`config.mk`:
```
export PLATFORM = sky130hd
export DESIGN_NAME = imem_loader
export DESIGN_NICKNAME = d
export VERILOG_FILES = /design/src/rtl/imem_pkg.sv /design/src/rtl/byte_packer.sv /design/src/rtl/imem_loader.sv
export SDC_FILE = /design/constraint.sdc
export NUM_CORES = 1
export LEC_CHECK = 0
export ABC_CLOCK_PERIOD_IN_PS = 5050
export CORE_MARGIN = 2
export CORE_UTILIZATION = 45
export CTS_CLUSTER_DIAMETER = 150
export DETAILED_ROUTE_END_ITERATION = 12
export PLACE_DENSITY = 0.79
export SLEW_MARGIN = 20
export SYNTH_ARGS = -nofsm -noshare
export SYNTH_HDL_FRONTEND = slang
export SYNTH_SLANG_ARGS = --single-unit
```
`constraint.sdc`:
```
create_clock -name clk -period 5.05 [get_ports clk]
set_input_delay 1.01 -clock clk [delete_from_list [all_inputs] [get_ports clk]]
set_output_delay 1.01 -clock clk [all_outputs]
set_load 0.005 [all_outputs]
```
`src/rtl/imem_pkg.sv`:
```
// Shared definitions for the instruction-memory boot loader: sizing constants
// and the loader FSM state encoding.
package imem_pkg;

    localparam int IMEM_ADDR_W = 8;
    localparam int IMEM_DEPTH  = 256;

    typedef enum logic [2:0] {
        IDLE   = 3'd0,
        HDR_HI = 3'd1,
        HDR_LO = 3'd2,
        DATA   = 3'd3,
        WRITE  = 3'd4,
        CHK    = 3'd5,
        DONE   = 3'd6,
        ERR    = 3'd7
    } state_t;

endpackage

```
`src/rtl/byte_packer.sv`:
```
// Collects four stream bytes MSB first into one big-endian 32-bit word.
// word_next presents the complete word while the fourth byte is on byte_in.
module byte_packer (
    input  logic        clk,
    input  logic        reset,
    input  logic        clear,
    input  logic        shift,
    input  logic [7:0]  byte_in,
    output logic        word_full,
    output logic [31:0] word_next
);

    logic [1:0]  lane;
    logic [23:0] sreg;

    // Only the three earlier bytes need storage; the last one is taken live.
    always_ff @(posedge clk or posedge reset) begin
        if (reset) begin
            lane <= 2'd0;
            sreg <= 24'd0;
        end else if (clear) begin
            lane <= 2'd0;
        end else if (shift) begin
            lane <= lane + 2'd1;
            sreg <= word_next[23:0];
        end
    end

    assign word_full = (lane == 2'd3);
    assign word_next = {sreg, byte_in};

endmodule

```
`src/rtl/imem_loader.sv`:
```
// Boot loader: parses a 2-byte word count, then writes big-endian words into
// instruction memory. Define IMEM_LOADER_CHECKSUM_EN for a trailing XOR byte.
module imem_loader
    import imem_pkg::*;
#(
    parameter int ADDR_W = IMEM_ADDR_W
) (
    input  logic              clk,
    input  logic              reset,
    input  logic              start,
    input  logic              byte_valid,
    input  logic [7:0]        byte_data,
    output logic              byte_ready,
    output logic              mem_we,
    output logic [ADDR_W-1:0] mem_waddr,
    output logic [31:0]       mem_wdata,
    output logic              cpu_hold,
    output logic              busy,
    output logic              done,
    output logic              err
);

    localparam logic [16:0] DEPTH = 17'(2 ** ADDR_W);

    state_t            state;
    state_t            state_nx;
    logic [15:0]       count;
    logic [15:0]       hdr_count;
    logic [ADDR_W-1:0] index;
    logic              xfer;
    logic              last_word;
    logic              start_ok;
    logic              word_full;
    logic [31:0]       word_next;

    assign xfer      = byte_valid && byte_ready;
    assign start_ok  = (state == IDLE) && start;
    assign hdr_count = {count[15:8], byte_data};
    assign last_word = (16'(index) == count - 16'd1);

    byte_packer u_packer (
        .clk       (clk),
        .reset     (reset),
        .clear     (start_ok || (state == WRITE)),
        .shift     ((state == DATA) && xfer),
        .byte_in   (byte_data),
        .word_full (word_full),
        .word_next (word_next)
    );

`ifdef IMEM_LOADER_CHECKSUM_EN
    logic [7:0] xsum;

    always_ff @(posedge clk or posedge reset) begin
        if (reset) begin
            xsum <= 8'd0;
        end else if (start_ok) begin
            xsum <= 8'd0;
        end else if (xfer && (state inside {HDR_HI, HDR_LO, DATA})) begin
            xsum <= xsum ^ byte_data;
        end
    end
`endif

    always_comb begin
        state_nx   = state;
        byte_ready = 1'b0;
        case (state)
            IDLE: begin
                if (start) state_nx = HDR_HI;
            end
            HDR_HI: begin
                byte_ready = 1'b1;
                if (xfer) state_nx = HDR_LO;
            end
            HDR_LO: begin
                byte_ready = 1'b1;
                if (xfer) begin
                    if (hdr_count == 16'd0)
                        state_nx = DONE;
                    else if ({1'b0, hdr_count} > DEPTH)
                        state_nx = ERR;
                    else
                        state_nx = DATA;
                end
            end
            DATA: begin
                byte_ready = 1'b1;
                if (xfer && word_full) state_nx = WRITE;
            end
            WRITE: begin
`ifdef IMEM_LOADER_CHECKSUM_EN
                state_nx = last_word ? CHK : DATA;
`else
                state_nx = last_word ? DONE : DATA;
`endif
            end
`ifdef IMEM_LOADER_CHECKSUM_EN
            CHK: begin
                byte_ready = 1'b1;
                if (xfer) state_nx = (byte_data == xsum) ? DONE : ERR;
            end
`endif
            DONE:    state_nx = IDLE;
            ERR:     state_nx = IDLE;
            default: state_nx = IDLE;
        endcase
    end

    // Write port is loaded as the fourth byte lands so it holds between strobes.
    always_ff @(posedge clk or posedge reset) begin
        if (reset) begin
            state     <= IDLE;
            count     <= 16'd0;
            index     <= '0;
            err       <= 1'b0;
            cpu_hold  <= 1'b0;
            mem_we    <= 1'b0;
            mem_waddr <= '0;
            mem_wdata <= 32'd0;
        end else begin
            state    <= state_nx;
            cpu_hold <= (state_nx != IDLE);
            mem_we   <= 1'b0;
            case (state)
                IDLE: begin
                    if (start) begin
                        err   <= 1'b0;
                        index <= '0;
                    end
                end
                HDR_HI: begin
                    if (xfer) count[15:8] <= byte_data;
                end
                HDR_LO: begin
                    if (xfer) count <= hdr_count;
                end
                DATA: begin
                    if (xfer && word_full) begin
                        mem_we    <= 1'b1;
                        mem_waddr <= index;
                        mem_wdata <= word_next;
                    end
                end
                WRITE: begin
                    if (!last_word) index <= index + 1'b1;
                end
                ERR: err <= 1'b1;
                default: ;
            endcase
        end
    end

    assign busy = (state != IDLE);
    assign done = (state == DONE);

endmodule

```
* Word-level counts from Yosys, hierarchy flattened
Cells that the tools add are included.
Storage, ports and cells: register bits after elaboration 96, input bits 12, output and inout port bits 46, logic and storage cells 66
Operators by class: add/subtract/negate cells 3, $lt $le $gt $ge 1, eq/ne operators 10, mux-type cells 20, bitwise operators 2, reduce and logical (&&, ||, !) cells 19
Operator list (count):
- case mux 8 bit (2 select lines) | 2
- 2-to-1 mux 8 bit | 3
- 2-to-1 mux 3 bit | 7
- equality test 8 x 16 -> 1 bit | 1
- greater-than comparator 16 x 9 -> 1 bit, second input constant | 1
- logical NOT 16 bit | 1
- subtractor 16 x 1 -> 16 bit, second input constant | 1
- case mux 3 bit (5 select lines) | 1
- equality test 3 bit, second input constant | 3
- adder 8 x 1 -> 8 bit, second input constant | 1
- AND reduction 2 bit | 4
- equality test 3 x 2 -> 1 bit, second input constant | 2
- AND reduction 3 bit | 2
- nonzero test 2 bit | 3
- nonzero test 3 bit | 2
- logical AND 1 bit | 4
- 2-to-1 mux 1 bit | 4
- 2-to-1 mux 2 bit | 2
- != test 2 bit, second input constant | 2
- equality test 3 x 1 -> 1 bit, second input constant | 1
- logical NOT 3 bit | 1
- OR reduction 3 bit | 1
- adder 2 x 1 -> 2 bit, second input constant | 1
- equality test 2 bit, second input constant | 1
- 3 further kinds | 4

* Longest topological paths before layout
depth after elaboration 8, gate-level depth with buffers 10, gate-level depth less buffers 9

* Cells and area by module
From an unflattened synthesis, not the netlist that was laid out.
Unflattened totals: cell total of the unflattened synthesis 434, area total of the unflattened synthesis 4518.1 µm²
Modules (own cells, without submodules):
- imem_loader | instances 1, cells each 366, area each 3378.2 µm², seq. area each 1751.7 µm²
- byte_packer | instances 1, cells each 68, area each 1139.8 µm², seq. area each 650.6 µm²

* Worst setup path after synthesis
OpenSTA, ideal clock, no wires.
kind register -> register, start point register count[0], end point register index[0], setup time 0.130 ns, data arrival time 2.363 ns, required time 4.920 ns, slack 2.557 ns, cell stages (with the launch flop) 11, buffers on the path 1, clock period less this slack 2.493 ns, cell sequence dfrtp_1 > inv_1 > ha_1 > nor3b_1 > o211ai_1 > a2111o_1 > a2111o_1 > nor4_4 > buf_6 > nor2_2 > mux2i_1
On the way: longest elaborated chain between the ends 4
Ends and longest elaborated chain:
- start, declared | RTL line imem_loader.sv:27 | logic [15:0] count;
- start signal, assigned | RTL line imem_loader.sv:136 | if (xfer) count <= hdr_count;
- subtractor 16 x 1 -> 16 bit | RTL line imem_loader.sv:39 | assign last_word = (16'(index) == count - 16'd1);
- equality test 8 x 16 -> 1 bit | RTL line imem_loader.sv:39
- != test 2 bit (no line)
- AND reduction 3 bit (no line)
- end signal, assigned | RTL line imem_loader.sv:146 | if (!last_word) index <= index + 1'b1;
- end, declared | RTL line imem_loader.sv:29 | logic [ADDR_W-1:0] index;
No other way between the ends. A chain may end at the register's enable or synchronous reset.

* Final worst setup path
start point register count[0], end point register index[6]
The elaborated chain is that of the path after synthesis.

==> summary.txt <==
Outcome
  • Status: finished clean

STA
  • Fin crit share: 62.4%
  • Fin. Hold Viols: 0
  • Setup TNS: 0 ns
  • Measured slew at the worst slew-check pin: 1.03 ns
  • Final setup violation count: 0
  • Clock skew: 0.0125 ns
  • RSZ-0062 raised after global routing: false
  • Fin. max-slew vios: 0
  • Rel. slew slack: 31.4%
  • Fmax: 317 MHz
  • Fin crit period: 3.15 ns

Layout
  • Area growth from synthesis to layout: 20.2%
  • Most common cell after layout, fill and taps aside: dfrtp_1
  • Fillers: 776
  • Layout Nets: 452
  • Commonest non-fill, non-tap cells in the layout: dfrtp_1 (96), nand2_1 (93), clkdlybuf4s50_1 (57), mux2_2 (53), nor2_1 (15)
  • Multi-input gate area: 1760 um2
  • Sequential cell area: 2400 um2
  • Antenna cell count: 0
  • Fraction of layout cells with a size suffix above 1: 19.0%

Routing
  • Final ANT Viol Nets: 0
  • Post-DR vias/cell: 5.29
  • Drt drc: 0
  • WL final: 8640 um
  • Routed WL per cell: 15.1 um
  • DR iter-0 viols: 178
  • Drt first pass iters: 4
  • Detailed-route via count: 3022

Floorplan
  • Starting density of the core: 46.2%
  • Row cnt: 35
  • Chip height: 101 um
  • Area of the die: 10300 um2
  • Top Ports: 58
  • Die span in x: 101 um
  • Core Area: 9240 um2

Clock tree
  • TritonCTS clock tree: built
  • Clock buffer depth: 2
  • Clock sink count: 96
  • Root Buffer: clkbuf_8
  • Reg clk slew, reported paths: 0.10 ns
  • CTS Buf Count: 9
  • Worst-Skew Late Latency: 0.37 ns
  • Hold buffer count at cts: 0
  • Post-CTS sizing: 0
  • # H-tree levels: 3
  • # Post-CTS Setup Buffers: 0

Yosys
  • Synth area leader: dfrtp_1
  • Synth Instances: 384
  • Sequential area share after synthesis: 56.3%
  • Synth unique cells: 44
  • Net count after synthesis: 399
  • Post-synth EDFFs: 0
  • Area of the mapped netlist: 4270 um2
  • Top cell type's share of synthesized area: 56.3%
  • Area contributors post-synth: dfrtp_1 (56%), mux2_2 (14%), nand2_1 (8.3%)
  • Avg Cell Area, Syn: 11.1 um2
  • Synthesized flop and latch total: 96
  • Synth async-reset ratio: 100%
  • Dominant synthesized flop cell: dfrtp_1
  • Yosys synthesis warning count: 0

Worst hold path
  • Worst Hold Launch: u_packer.sreg[20]
  • Hold path depth: 2
  • Hold WC Path Type: reg2reg
  • Hold EP: u_packer.sreg[20]

Global route
  • Global route hottest layer: met2
  • Met1 usage: 25.1%
  • Initial antenna violation count: 0
  • Vias in the first global route: 2980
  • First-pass GRT wire length: 14600 um
  • Met2 GRT Util: 28.6%
  • Met3 Use GR: 3.24%
  • Total gr overflow: 0
  • Largest net degree at the start of global routing: 61
  • GRT Util Overall: 18.1%

Critical path
  • R2R setup slack: 1.90 ns
  • Max Fanout on Critical Path: 12
  • Worst-path cell chain: inv_1, ha_1, nor3b_1, o211ai_1, a2111o_1, a2111o_1, nor4_4, nor4b_1, mux2i_1
  • Crit path DAT: 3.40 ns
  • Critical path class: reg2reg
  • Reg2Reg Depth: 9
  • Reg-to-reg endpoint: index[6]
  • CP Launch Type: flip-flop
  • Slowest stage delay, CP: 0.70 ns
  • Reg2Reg Launch Point: count[0]
  • CP dominant cell by count: a2111o_1
  • WP data required: 5.29 ns
  • Slowest CP cell: nor4_4
  • CP Capture Type: flip-flop

Power
  • Power Density: 536 nW/um2
  • Worst VDD drop: 0.000232 V
  • Power Total: 0.00275 W
  • Leakage: 2.36 nW

Place
  • Hpwl dp: 5880 um
  • GP Congestion: 0.899
  • Port Buffers: 57

Run
  • Max-Cap Viols: 0
synth_stat cells, drive strengths merged, types with 4 or more instances:
cell,n
o211ai,4
xor2,4
mux2,53
mux2i,6
inv,10
nor4,8
nand2,94
xnor2,7
o21ai,9
a21oi,7
nor2,16
nor3,9
buf,6
nand3,12
clkbuf,11
dfrtp,96
final cells by class:
class                           instances  area share (%)
Inverter                               10           0.780
Sequential cell                        96            46.8
Clock buffer                            9            2.41
Timing Repair Buffer                   59            11.4
Tap cell                              129            3.14
Multi-Input combinational cell        261            34.2
Clock inverter                          7            1.24
report_power, final:
part	leakage (nW)	internal, W	switching (W)	total, W
Combinational	1.01	0.000519	0.000426	0.000945
Sequential	1.26	0.00105	0.000275	0.00133
Clock	0.0952	0.000190	0.000292	0.000483
Total	2.36	0.00176	0.000993	0.00275
layer usage:
layer,vias up,wire length [um]
li1,1429,-
met3,11,336
met2,69,4040
met4,0,158
met1,1513,4110
met5,-,0
through the flow:
step / hold slack (ns) / worst slack, ns / instance area (um2) / utilization (%) / std cells
6_report: 0.480 / 1.90 / 5130 / 55.6 / 571
3_5_place_dp: 0.462 / 1.53 / 4950 / 53.5 / 555
3_3_place_gp: 0.454 / 1.65 / 4950 / 53.5 / 555
2_1_floorplan: 0.442 / 1.53 / 4270 / - / 384
4_1_cts: 0.486 / 1.90 / 5130 / 55.6 / 571
5_1_grt: 0.523 / 1.63 / 5130 / 55.6 / 571
how the worst max path moves through the flow:
stage / start / to / slack (ns) / depth (start not counted)
2_1_floorplan: reset / count[0] / 1.53 / 1
3_3_place_gp: byte_valid / mem_wdata[10] / 1.65 / 6
3_5_place_dp: byte_valid / mem_wdata[28] / 1.53 / 6
4_1_cts: count[0] / index[6] / 1.90 / 9
5_1_grt: count[0] / index[6] / 1.63 / 9
6_report: count[0] / index[6] / 1.90 / 9
critical path, delay by kind of cell (launching register included):
family          cells  cell delay (ns)
fa+ha+maj           1             0.29
flops               1             0.43
simple gates        3             1.18
buf+inv             1             0.09
compound gates      3             0.85
mux                 1             0.16
logic make-up after synthesis:
group | Yosys count | synth area share [%]
buffers and inverters | 27 | 2.64
flip-flops | 96 | 56.3
XOR/XNOR | 11 | 2.26
multiplexers | 59 | 15.4
AND/OR/NAND/NOR | 155 | 17.0
adder cells (fa/ha/maj) | 3 | 0.879
AO/OA/AOI/OAI | 33 | 5.60
state kept, by name (all words and copies together), names as in the netlist:
name           cells
count             16
cpu_hold           1
err                1
index              8
mem_waddr          8
mem_wdata         32
mem_we             1
state              3
u_packer.lane      2
u_packer.sreg     24
Note: power is estimated with default switching activity, not from simulation.
